**config.mk**
```make
export PLATFORM = sky130hd
export DESIGN_NAME = shared_mem_arbiter
export DESIGN_NICKNAME = d
export VERILOG_FILES = /design/src/rtl/shared_mem_arbiter.sv
export SDC_FILE = /design/constraint.sdc
export NUM_CORES = 1
export LEC_CHECK = 0
export ABC_AREA = 1
export CAP_MARGIN = 10
export CORE_MARGIN = 2
export CORE_UTILIZATION = 41
export CTS_CLUSTER_SIZE = 12
export DETAILED_ROUTE_END_ITERATION = 8
export MAX_ROUTING_LAYER = met4
export PLACE_DENSITY = 0.93
export SETUP_SLACK_MARGIN = 0.2
export SLEW_MARGIN = 10
export SYNTH_ARGS = -nofsm -noshare
export SYNTH_HDL_FRONTEND = slang
export SYNTH_SLANG_ARGS = --single-unit
export TNS_END_PERCENT = 5
```
**constraint.sdc**
```tcl
create_clock -name clk -period 2.1 [get_ports clk]
set_input_delay 0.63 -clock clk [delete_from_list [all_inputs] [get_ports clk]]
set_output_delay 0.63 -clock clk [all_outputs]
set_load 0.01 [all_outputs]
```
**src/rtl/shared_mem_arbiter.sv**
```systemverilog
// Arbiter for one single-port shared RAM: NUM_CORES round-robin core ports plus a
// prioritised VGA read port, limited by a starvation guard. Fixed IDLE/ISSUE/RESP access.
module shared_mem_arbiter #(
  parameter int NUM_CORES   = 4,
  parameter int ADDR_W      = 8,
  parameter int DATA_W      = 8,
  parameter int VGA_MAX_RUN = 4,
  localparam int PTR_W      = (NUM_CORES > 1) ? $clog2(NUM_CORES) : 1,
  localparam int RUN_W      = $clog2(VGA_MAX_RUN + 1)
) (
  input  logic                        clk,
  input  logic                        reset,
  input  logic [NUM_CORES-1:0]        core_req,
  input  logic [NUM_CORES-1:0]        core_we,
  input  logic [NUM_CORES*ADDR_W-1:0] core_addr,
  input  logic [NUM_CORES*DATA_W-1:0] core_wdata,
  output logic [NUM_CORES-1:0]        core_ack,
  output logic [DATA_W-1:0]           core_rdata,
  input  logic                        vga_req,
  input  logic [ADDR_W-1:0]           vga_addr,
  output logic                        vga_ack,
  output logic [DATA_W-1:0]           vga_rdata,
  output logic                        mem_en,
  output logic                        mem_we,
  output logic [ADDR_W-1:0]           mem_addr,
  output logic [DATA_W-1:0]           mem_wdata,
  input  logic [DATA_W-1:0]           mem_rdata,
  output logic                        busy,
  output logic [1:0]                  dbg_state,
  output logic [PTR_W-1:0]            dbg_rr_ptr,
  output logic [RUN_W-1:0]            dbg_vga_run
);

  // Handshake: a requester raises req (with we/addr/wdata stable) and holds it until
  // its one-cycle ack; only IDLE samples requests, so changes made during ISSUE/RESP
  // are seen in the following IDLE cycle. Reads return data in the ack cycle.

  typedef enum logic [1:0] {
    S_IDLE  = 2'd0,
    S_ISSUE = 2'd1,
    S_RESP  = 2'd2
  } state_t;

  state_t           state, state_next;
  logic [PTR_W-1:0] rr_ptr;
  logic [RUN_W-1:0] vga_run;
  logic             grant_vga;
  logic [PTR_W-1:0] grant_id;

  logic             core_pending;
  logic             core_found;
  logic [PTR_W-1:0] core_sel;
  logic [PTR_W-1:0] cand;
  int               idx;
  logic             vga_wins;
  logic             any_req;

  assign dbg_state   = state;
  assign dbg_rr_ptr  = rr_ptr;
  assign dbg_vga_run = vga_run;

  // Round-robin search starting at rr_ptr, wrapping modulo NUM_CORES.
  always_comb begin
    idx        = 0;
    cand       = '0;
    core_found = 1'b0;
    core_sel   = '0;
    for (int k = 0; k < NUM_CORES; k++) begin
      idx = int'(rr_ptr) + k;
      if (idx >= NUM_CORES) idx = idx - NUM_CORES;
      cand = PTR_W'(idx);
      if (!core_found && core_req[cand]) begin
        core_found = 1'b1;
        core_sel   = cand;
      end
    end
  end

  assign core_pending = |core_req;
  assign vga_wins     = vga_req && (!core_pending || (vga_run < RUN_W'(VGA_MAX_RUN)));
  assign any_req      = vga_req || core_found;

  always_comb begin
    state_next = state;
    case (state)
      S_IDLE:  if (any_req) state_next = S_ISSUE;
      S_ISSUE: state_next = S_RESP;
      S_RESP:  state_next = S_IDLE;
      default: state_next = S_IDLE;
    endcase
  end

  always_ff @(posedge clk) begin
    if (reset) state <= S_IDLE;
    else       state <= state_next;
  end

  // The mem_* registers double as the latched grant (we/addr/wdata).
  always_ff @(posedge clk) begin
    if (reset) begin
      core_ack   <= '0;
      vga_ack    <= 1'b0;
      core_rdata <= '0;
      vga_rdata  <= '0;
      mem_en     <= 1'b0;
      mem_we     <= 1'b0;
      mem_addr   <= '0;
      mem_wdata  <= '0;
      busy       <= 1'b0;
      rr_ptr     <= '0;
      vga_run    <= '0;
      grant_vga  <= 1'b0;
      grant_id   <= '0;
    end else begin
      core_ack <= '0;
      vga_ack  <= 1'b0;
      case (state)
        S_IDLE: begin
          if (any_req) begin
            mem_en    <= 1'b1;
            busy      <= 1'b1;
            grant_vga <= vga_wins;
            grant_id  <= core_sel;
            if (vga_wins) begin
              mem_we    <= 1'b0;
              mem_addr  <= vga_addr;
              mem_wdata <= '0;
              if (!core_pending)
                vga_run <= '0;
              else if (vga_run != RUN_W'(VGA_MAX_RUN))
                vga_run <= vga_run + 1'b1;
            end else begin
              mem_we    <= core_we[core_sel];
              mem_addr  <= core_addr[core_sel*ADDR_W +: ADDR_W];
              mem_wdata <= core_wdata[core_sel*DATA_W +: DATA_W];
              vga_run   <= '0;
              rr_ptr    <= (core_sel == PTR_W'(NUM_CORES - 1)) ? '0 : core_sel + 1'b1;
            end
          end
        end
        S_ISSUE: begin
          mem_en <= 1'b0;
          mem_we <= 1'b0;
          if (grant_vga) begin
            vga_ack   <= 1'b1;
            vga_rdata <= mem_rdata;
          end else begin
            core_ack[grant_id] <= 1'b1;
            if (!mem_we) core_rdata <= mem_rdata;
          end
        end
        S_RESP: begin
          busy <= 1'b0;
        end
        default: begin
          mem_en <= 1'b0;
          busy   <= 1'b0;
        end
      endcase
    end
  end

endmodule

```
==> results of run 1 <==
[worst max path at each step]
stage                     cells past startpoint           from            end  slack (ns)
after floorplan                              11    core_req[3]   mem_wdata[7]        0.18
after global placement                       13    core_req[1]    mem_addr[3]       -0.30
after detailed placement                     14    core_req[1]   mem_wdata[1]       -0.44
after CTS                                     1  dbg_rr_ptr[1]  dbg_rr_ptr[1]         0.1
after global routing                         14  dbg_rr_ptr[0]   mem_wdata[1]       -0.13
final                                        14  dbg_rr_ptr[0]   mem_wdata[1]       -0.04
[cell usage after synthesis]
cell type	n	area, um2
a211oi_1	3	22.5
a21oi_1	38	190
a21oi_2	1	8.76
a31o_2	1	8.76
buf_2	9	45.0
buf_6	3	33.8
clkbuf_1	12	45.0
dfxtp_1	50	1000
ha_1	2	25.0
inv_1	31	116
inv_2	8	30.0
inv_6	1	8.76
nand2_1	118	443
nand2_2	4	25.0
nand2_4	3	33.8
nand3_1	54	270
nand3_2	1	10.0
nand3_4	2	35.0
nand4_1	34	213
nand4_2	1	12.5
nand4_4	1	21.3
nor2_1	24	90.1
nor2_2	2	12.5
nor3_1	5	25.0
o21ai_0	18	90.1
o22ai_1	1	6.26
o31ai_1	1	7.51
[repair_timing]
item | in CTS | in global routing
pin swaps | 5 | 14
resized for setup | 18 | 39
setup endpoints to repair | 28 | 31
buffers inserted | 3 | 10
gates cloned | 2 | 2
[placed cells by master (no fill, tap or decap), types with 15 or more instances in the layout]
cell,netlist,final
o21ai_0,18,18
dfxtp_1,50,48
inv_1,31,28
clkdlybuf4s50_1,0,132
nand2_1,118,103
nand3_1,54,48
nand2_2,4,15
a21oi_1,38,37
nand4_1,34,34
buf_4,0,30
nor2_1,24,23
[metrics by stage]
stage | utilization [%] | setup slack, ns | instances | cell area [um2]
finish | 73.0 | -0.0397 | 676 | 4910
global route | 73.0 | -0.132 | 676 | 4910
CTS | 69.9 | 0.0952 | 664 | 4700
detailed placement | 66.9 | -0.441 | 651 | 4500
global placement | 66.9 | -0.302 | 651 | 4500
floorplan | - | 0.181 | 428 | 2840
[cells by family (layout without fill, tap and decap cells)]
kind of cell | Yosys count | after routing | share of synthesized area [%]
and+or+nand+nor | 249 | 249 | 42.1
buffers and inverters | 64 | 232 | 9.86
AOI/OAI and AO/OA | 63 | 63 | 11.8
DFF | 50 | 50 | 35.4
adders and majority gates | 2 | 2 | 0.884
[final cells by class]
| class | count | area [um2] | share of cell area [%] |
|---|---|---|---|
| Clock buffer | 5 | 68.8 | 1.40 |
| Clock inverter | 3 | 21.3 | 0.433 |
| Inverter | 40 | 168 | 3.42 |
| Multi-Input combinational cell | 314 | 1660 | 33.8 |
| Sequential cell | 50 | 1010 | 20.5 |
| Tap cell | 80 | 100 | 2.04 |
| Timing Repair Buffer | 184 | 1890 | 38.4 |
[power groups by stage]
stage | clock network [W] | registers (W) | logic, W
2_1_floorplan | 0 | 0.00120 | 0.00111
3_3_place_gp | 0 | 0.00116 | 0.00191
6_report | 0.000588 | 0.00116 | 0.00257
3_5_place_dp | 0 | 0.00117 | 0.00196
5_1_grt | 0.000626 | 0.00117 | 0.00275
4_1_cts | 0.000579 | 0.00115 | 0.00218
[flip-flops by register name (all words and copies together) (netlist names)]
signal,count
core_ack,4
grant_id,2
dbg_state,2
dbg_rr_ptr,2
dbg_vga_run,3
mem_we,1
grant_vga,1
mem_en,1
busy,1
mem_wdata,8
vga_ack,1
mem_addr,8
core_rdata,8
vga_rdata,8
[per-layer routing]
metal  routed length, um  up-vias  GRT usage, %
li1                    -     1776             -
met1                4580     1772          32.4
met2                5900      232          47.8
met3                 808       66          4.45
met4                 610        0          11.4
met5                   0        -             -
[critical path: cells and delay by family (launching register included)]
| family | cells | cell delay [ns] |
|---|---|---|
| compound gates | 1 | 0.18 |
| flops | 1 | 0.34 |
| buf+inv | 3 | 0.42 |
| simple gates | 10 | 1.12 |
==> flow_metrics.tcl, run 1 <==
set metrics [dict create \
    status "finished with violations" \
    rsz0062_at_grt "yes" \
    via_count 3846 \
    rrSetupSlack_ns -0.04 \
    final.period_utilization_pct 102 \
    hpwl_um 7480 \
    nNetsFinal 688 \
    drtIter0Drc 418 \
    io_pins 138 \
    finalWorstSetupSlack_ns -0.0397 \
    r2r_start "dbg_rr_ptr[0]" \
    drc 0 \
    max_freq_mhz 467 \
    worstHoldStart "grant_id[1]" \
    routedWlPerCell_um 17.6 \
    rows 30 \
    fillCellCount 460 \
    p_sw_w 0.00180 \
    min_period_ns 2.14 \
    reg2reg_to "mem_wdata[1]" \
    hold_depth 1 \
    grt_max_degree 27 \
    grt_first_pass_wirelength_um 16400 \
    grt_overflow 0 \
    antenna_found_initial 0 \
    hold_end "core_ack[1]" \
    worstRegToRegCells 14 \
    cts-root-buf "clkbuf_8" \
    track_usage_pct 27.9 \
    maxCapViolCount 0 \
    synth.distinct_cells 27 \
    p_int_w 0.00252 \
    gp_congestion 0.906 \
    worst_pin_slew_ns 0.515 \
    firstDrtPassIters 5 \
    p_sw_share_pct 41.7 \
    finalPower_w 0.00432 \
    ys_ff_latch 50 \
    crit_top_cell "nand2_1" \
    portBuffers 137 \
    path_clk_slew_ns 0.10 \
    violations "negative setup slack" \
    tns_ns -0.0397 \
    drive_above_1_share_pct 18.8 \
    num_antenna_cells 0 \
    cpMaxStageDelayCell "dfxtp_2" \
    start_util_pct 42.1 \
    vdd_drop_max_mv 0.413 \
    cpPeakStageDelay_ns 0.34 \
    min_path_type "flip-flop to flip-flop" \
    cp_max_fo 8 \
    holdWs_ns 0.458 \
    via_per_inst 5.69 \
    cp-start-kind "flip-flop" \
    core_um2 6720 \
    powerDensity_nw_per_um2 881 \
    cts_hold_buffers 0 \
    die-area_um2 7580 \
    wirelength_um 11900 \
    chipHeight_um 87.1 \
    setup_viol 1 \
    yosysSeqAreaShare_pct 35.4 \
    grt_pass1_vias 3647 \
    worst_ep_required_time_ns 2.35 \
    numCtsBuffers 5 \
    die_x_um 87.1 \
    clock_sinks 50 \
    final-hold-violation-count 0 \
    syn_inst 428 \
    max-clock-path-buffers 2 \
    pwr-share-seq_pct 26.9 \
    fin_skew_ns 0.00855 \
    area_growth_pct 73.4 \
    power_frac_comb_pct 59.5 \
    relSlewSlack_pct 65.6 \
    clock_latency_ns 0.32 \
    drv_slew 0 \
    p_clk_share_pct 13.6 \
    endpoint_kind "flip-flop" \
    synthesis.nets 521 \
    avgSynthCellArea_um2 6.61 \
    final_antenna_net_count 0 \
    synthesis.area_um2 2830 \
    path_cells "buf_6, buf_4, nand2_1, nand2_1, nand2_1, nand2_1, nor2_4, nand4_4, nand2_4, buf_6, nand3_2, nand2_1, nand2_1, a21oi_2" \
    cts-htree-levels 2 \
    cp.arrival_ns 2.39 \
    p_leak_nw 2.13 \
    cts_tree "built" \
    critPathKind "flip-flop to flip-flop" \
    ys_warn_count 0 \
]
No activity file was read; power rests on OpenSTA's default activity.
==> run 2: changes to the inputs <==
--- a/config.mk
+++ b/config.mk
@@ -7,8 +7,8 @@
 export LEC_CHECK = 0
 export ABC_AREA = 1
 export CAP_MARGIN = 10
-export CORE_MARGIN = 2
 export CORE_UTILIZATION = 41
+export CTS_CLUSTER_DIAMETER = 40
 export CTS_CLUSTER_SIZE = 12
 export DETAILED_ROUTE_END_ITERATION = 8
 export MAX_ROUTING_LAYER = met4
==> flow_metrics.tcl, run 2 (synthesis results as in run 1) <==
set metrics [dict create \
    finalPower_w 0.00403 \
    io_pins 138 \
    cp_top_family "simple AND/OR/NAND/NOR gates" \
    worst_pin_slew_ns 0.533 \
    die-area_um2 7240 \
    antenna_found_initial 0 \
    drive_above_1_share_pct 15.7 \
    cp_max_fo 14 \
    cts-root-buf "clkbuf_8" \
    final_common_cell "clkdlybuf4s50_1" \
    cts-htree-levels 2 \
    worst_ep_required_time_ns 2.35 \
    core_um2 6490 \
    rsz0062_at_grt "yes" \
    tns_ns 0 \
    crit_buf_inv 4 \
    relSlewSlack_pct 64.4 \
    final-hold-violation-count 0 \
    min_path_type "flip-flop to flip-flop" \
    rows 29 \
    min_period_ns 1.99 \
    grt_pass1_vias 3600 \
    gp_congestion 0.906 \
    setup_viol 0 \
    cts_tree "built" \
    wl_met3_um 633 \
    wl_met1_um 4000 \
    endpoint_kind "flip-flop" \
    vdd_drop_max_mv 0.511 \
    cpPeakStageDelay_ns 0.23 \
    routedWlPerCell_um 15.9 \
    cp-start-kind "input pin" \
    final.period_utilization_pct 94.8 \
    powerDensity_nw_per_um2 850 \
    final_cell_area_um2 4740 \
    holdWs_ns 0.472 \
    track_usage_pct 28.8 \
    wl_met2_um 5450 \
    die_x_um 85.1 \
    cp.arrival_ns 2.24 \
    grt_max_degree 35 \
    grt_first_pass_wirelength_um 16200 \
    max_freq_mhz 502 \
    top_layer "met4" \
    status "completed" \
    dp_worst_setup_slack_ns -0.460 \
    final_antenna_net_count 0 \
    start_util_pct 43.6 \
    area_growth_pct 67.5 \
    max-clock-path-buffers 2 \
    crit_top_cell "nand2_1" \
    cpMaxStageDelayCell "dlygate4sd2_1" \
    fin_skew_ns 0.00510 \
    hpwl_um 7390 \
    via_per_inst 5.64 \
    grt_overflow 0 \
    via_count 3733 \
    mostFrequentLayoutCells "clkdlybuf4s50_1 (131), nand2_1 (108), nand3_1 (49), dfxtp_1 (48), a21oi_1 (36)" \
    p_leak_nw 2.06 \
    drv_slew 0 \
    drc 0 \
    drtIter0Drc 207 \
    path_cells "dlygate4sd2_1, inv_2, nand2_1, nand2_1, nand2_1, nand2_2, nand2_4, nand2_2, nand2_4, buf_4, buf_12, nand4_1, nand3_1, nand3_2, a21oi_2" \
    maxCapViolCount 0 \
    wirelength_um 10500 \
    path_clk_slew_ns 0.10 \
    numCtsBuffers 5 \
    critPathKind "input pin to flip-flop" \
    chipHeight_um 85.1 \
    nNetsFinal 677 \
    finalWorstSetupSlack_ns 0.110 \
    fillCellCount 470 \
    portBuffers 137 \
    firstDrtPassIters 5 \
    clock_sinks 50 \
    post_dp_cell_area_um2 4460 \
    num_antenna_cells 0 \
    clock_latency_ns 0.31 \
]
run 2: area by class of cell:
cell class	count	area (um2)	share of cell area, %
clock buffer	5	68.8	1.45
timing repair buffer	172	1720	36.2
timing repair inverter	1	8.76	0.185
sequential	50	1010	21.2
inverter	40	173	3.64
tap	77	96.3	2.03
clock inverter	3	28.8	0.607
multi-input combinational	314	1640	34.7
run 2: timing repair:
action	4_1_cts	5_1_grt
gates resized for setup	23	24
endpoints found under the setup margin	31	31
gates cloned	1	1
hold buffers	0	0
pin swaps	5	6
buffers inserted	2	3
run 2: per-stage QoR:
| stage | util [%] | cells |
|---|---|---|
| after global placement | 68.7 | 647 |
| after global routing | 73.0 | 662 |
| after floorplan | - | 428 |
| after CTS | 71.1 | 658 |
| after detailed placement | 68.7 | 647 |
| final | 73.0 | 662 |
run 2: final timing paths:
path,start,to,slack [ns],depth (start not counted)
worst max-delay path,core_req[1],mem_addr[7],0.11,15
worst min-delay path,grant_id[1],core_ack[1],0.47,1
worst max register to register,dbg_rr_ptr[0],mem_addr[7],0.14,15
worst min register to register,grant_id[1],core_ack[1],0.47,1
run 2: worst reg2reg max path, cell delays in order, from the launching register on:
cell and delay (ns):
dfxtp_4 0.38, buf_12 0.15, clkinv_8 0.07, nand2_1 0.06
nand2_1 0.07, nand2_1 0.12, nand2_2 0.08, nand2_4 0.09
nand2_2 0.07, nand2_4 0.10, buf_4 0.13, buf_12 0.13
nand4_1 0.08, nand3_1 0.12, nand3_2 0.11, a21oi_2 0.13
run 2: layer usage:
metal | track usage, % | vias up
li1 | - | 1748
met1 | 32.2 | 1744
met2 | 50.1 | 202
met3 | 3.79 | 39
met4 | 15.1 | 0
met5 | - | -
run 2: power by group:
group	internal, W	total [W]	switching, W
logic	0.00103	0.00225	0.00122
clock network	0.000250	0.000625	0.000375
registers	0.00107	0.00116	0.0000910
total	0.00235	0.00403	0.00168
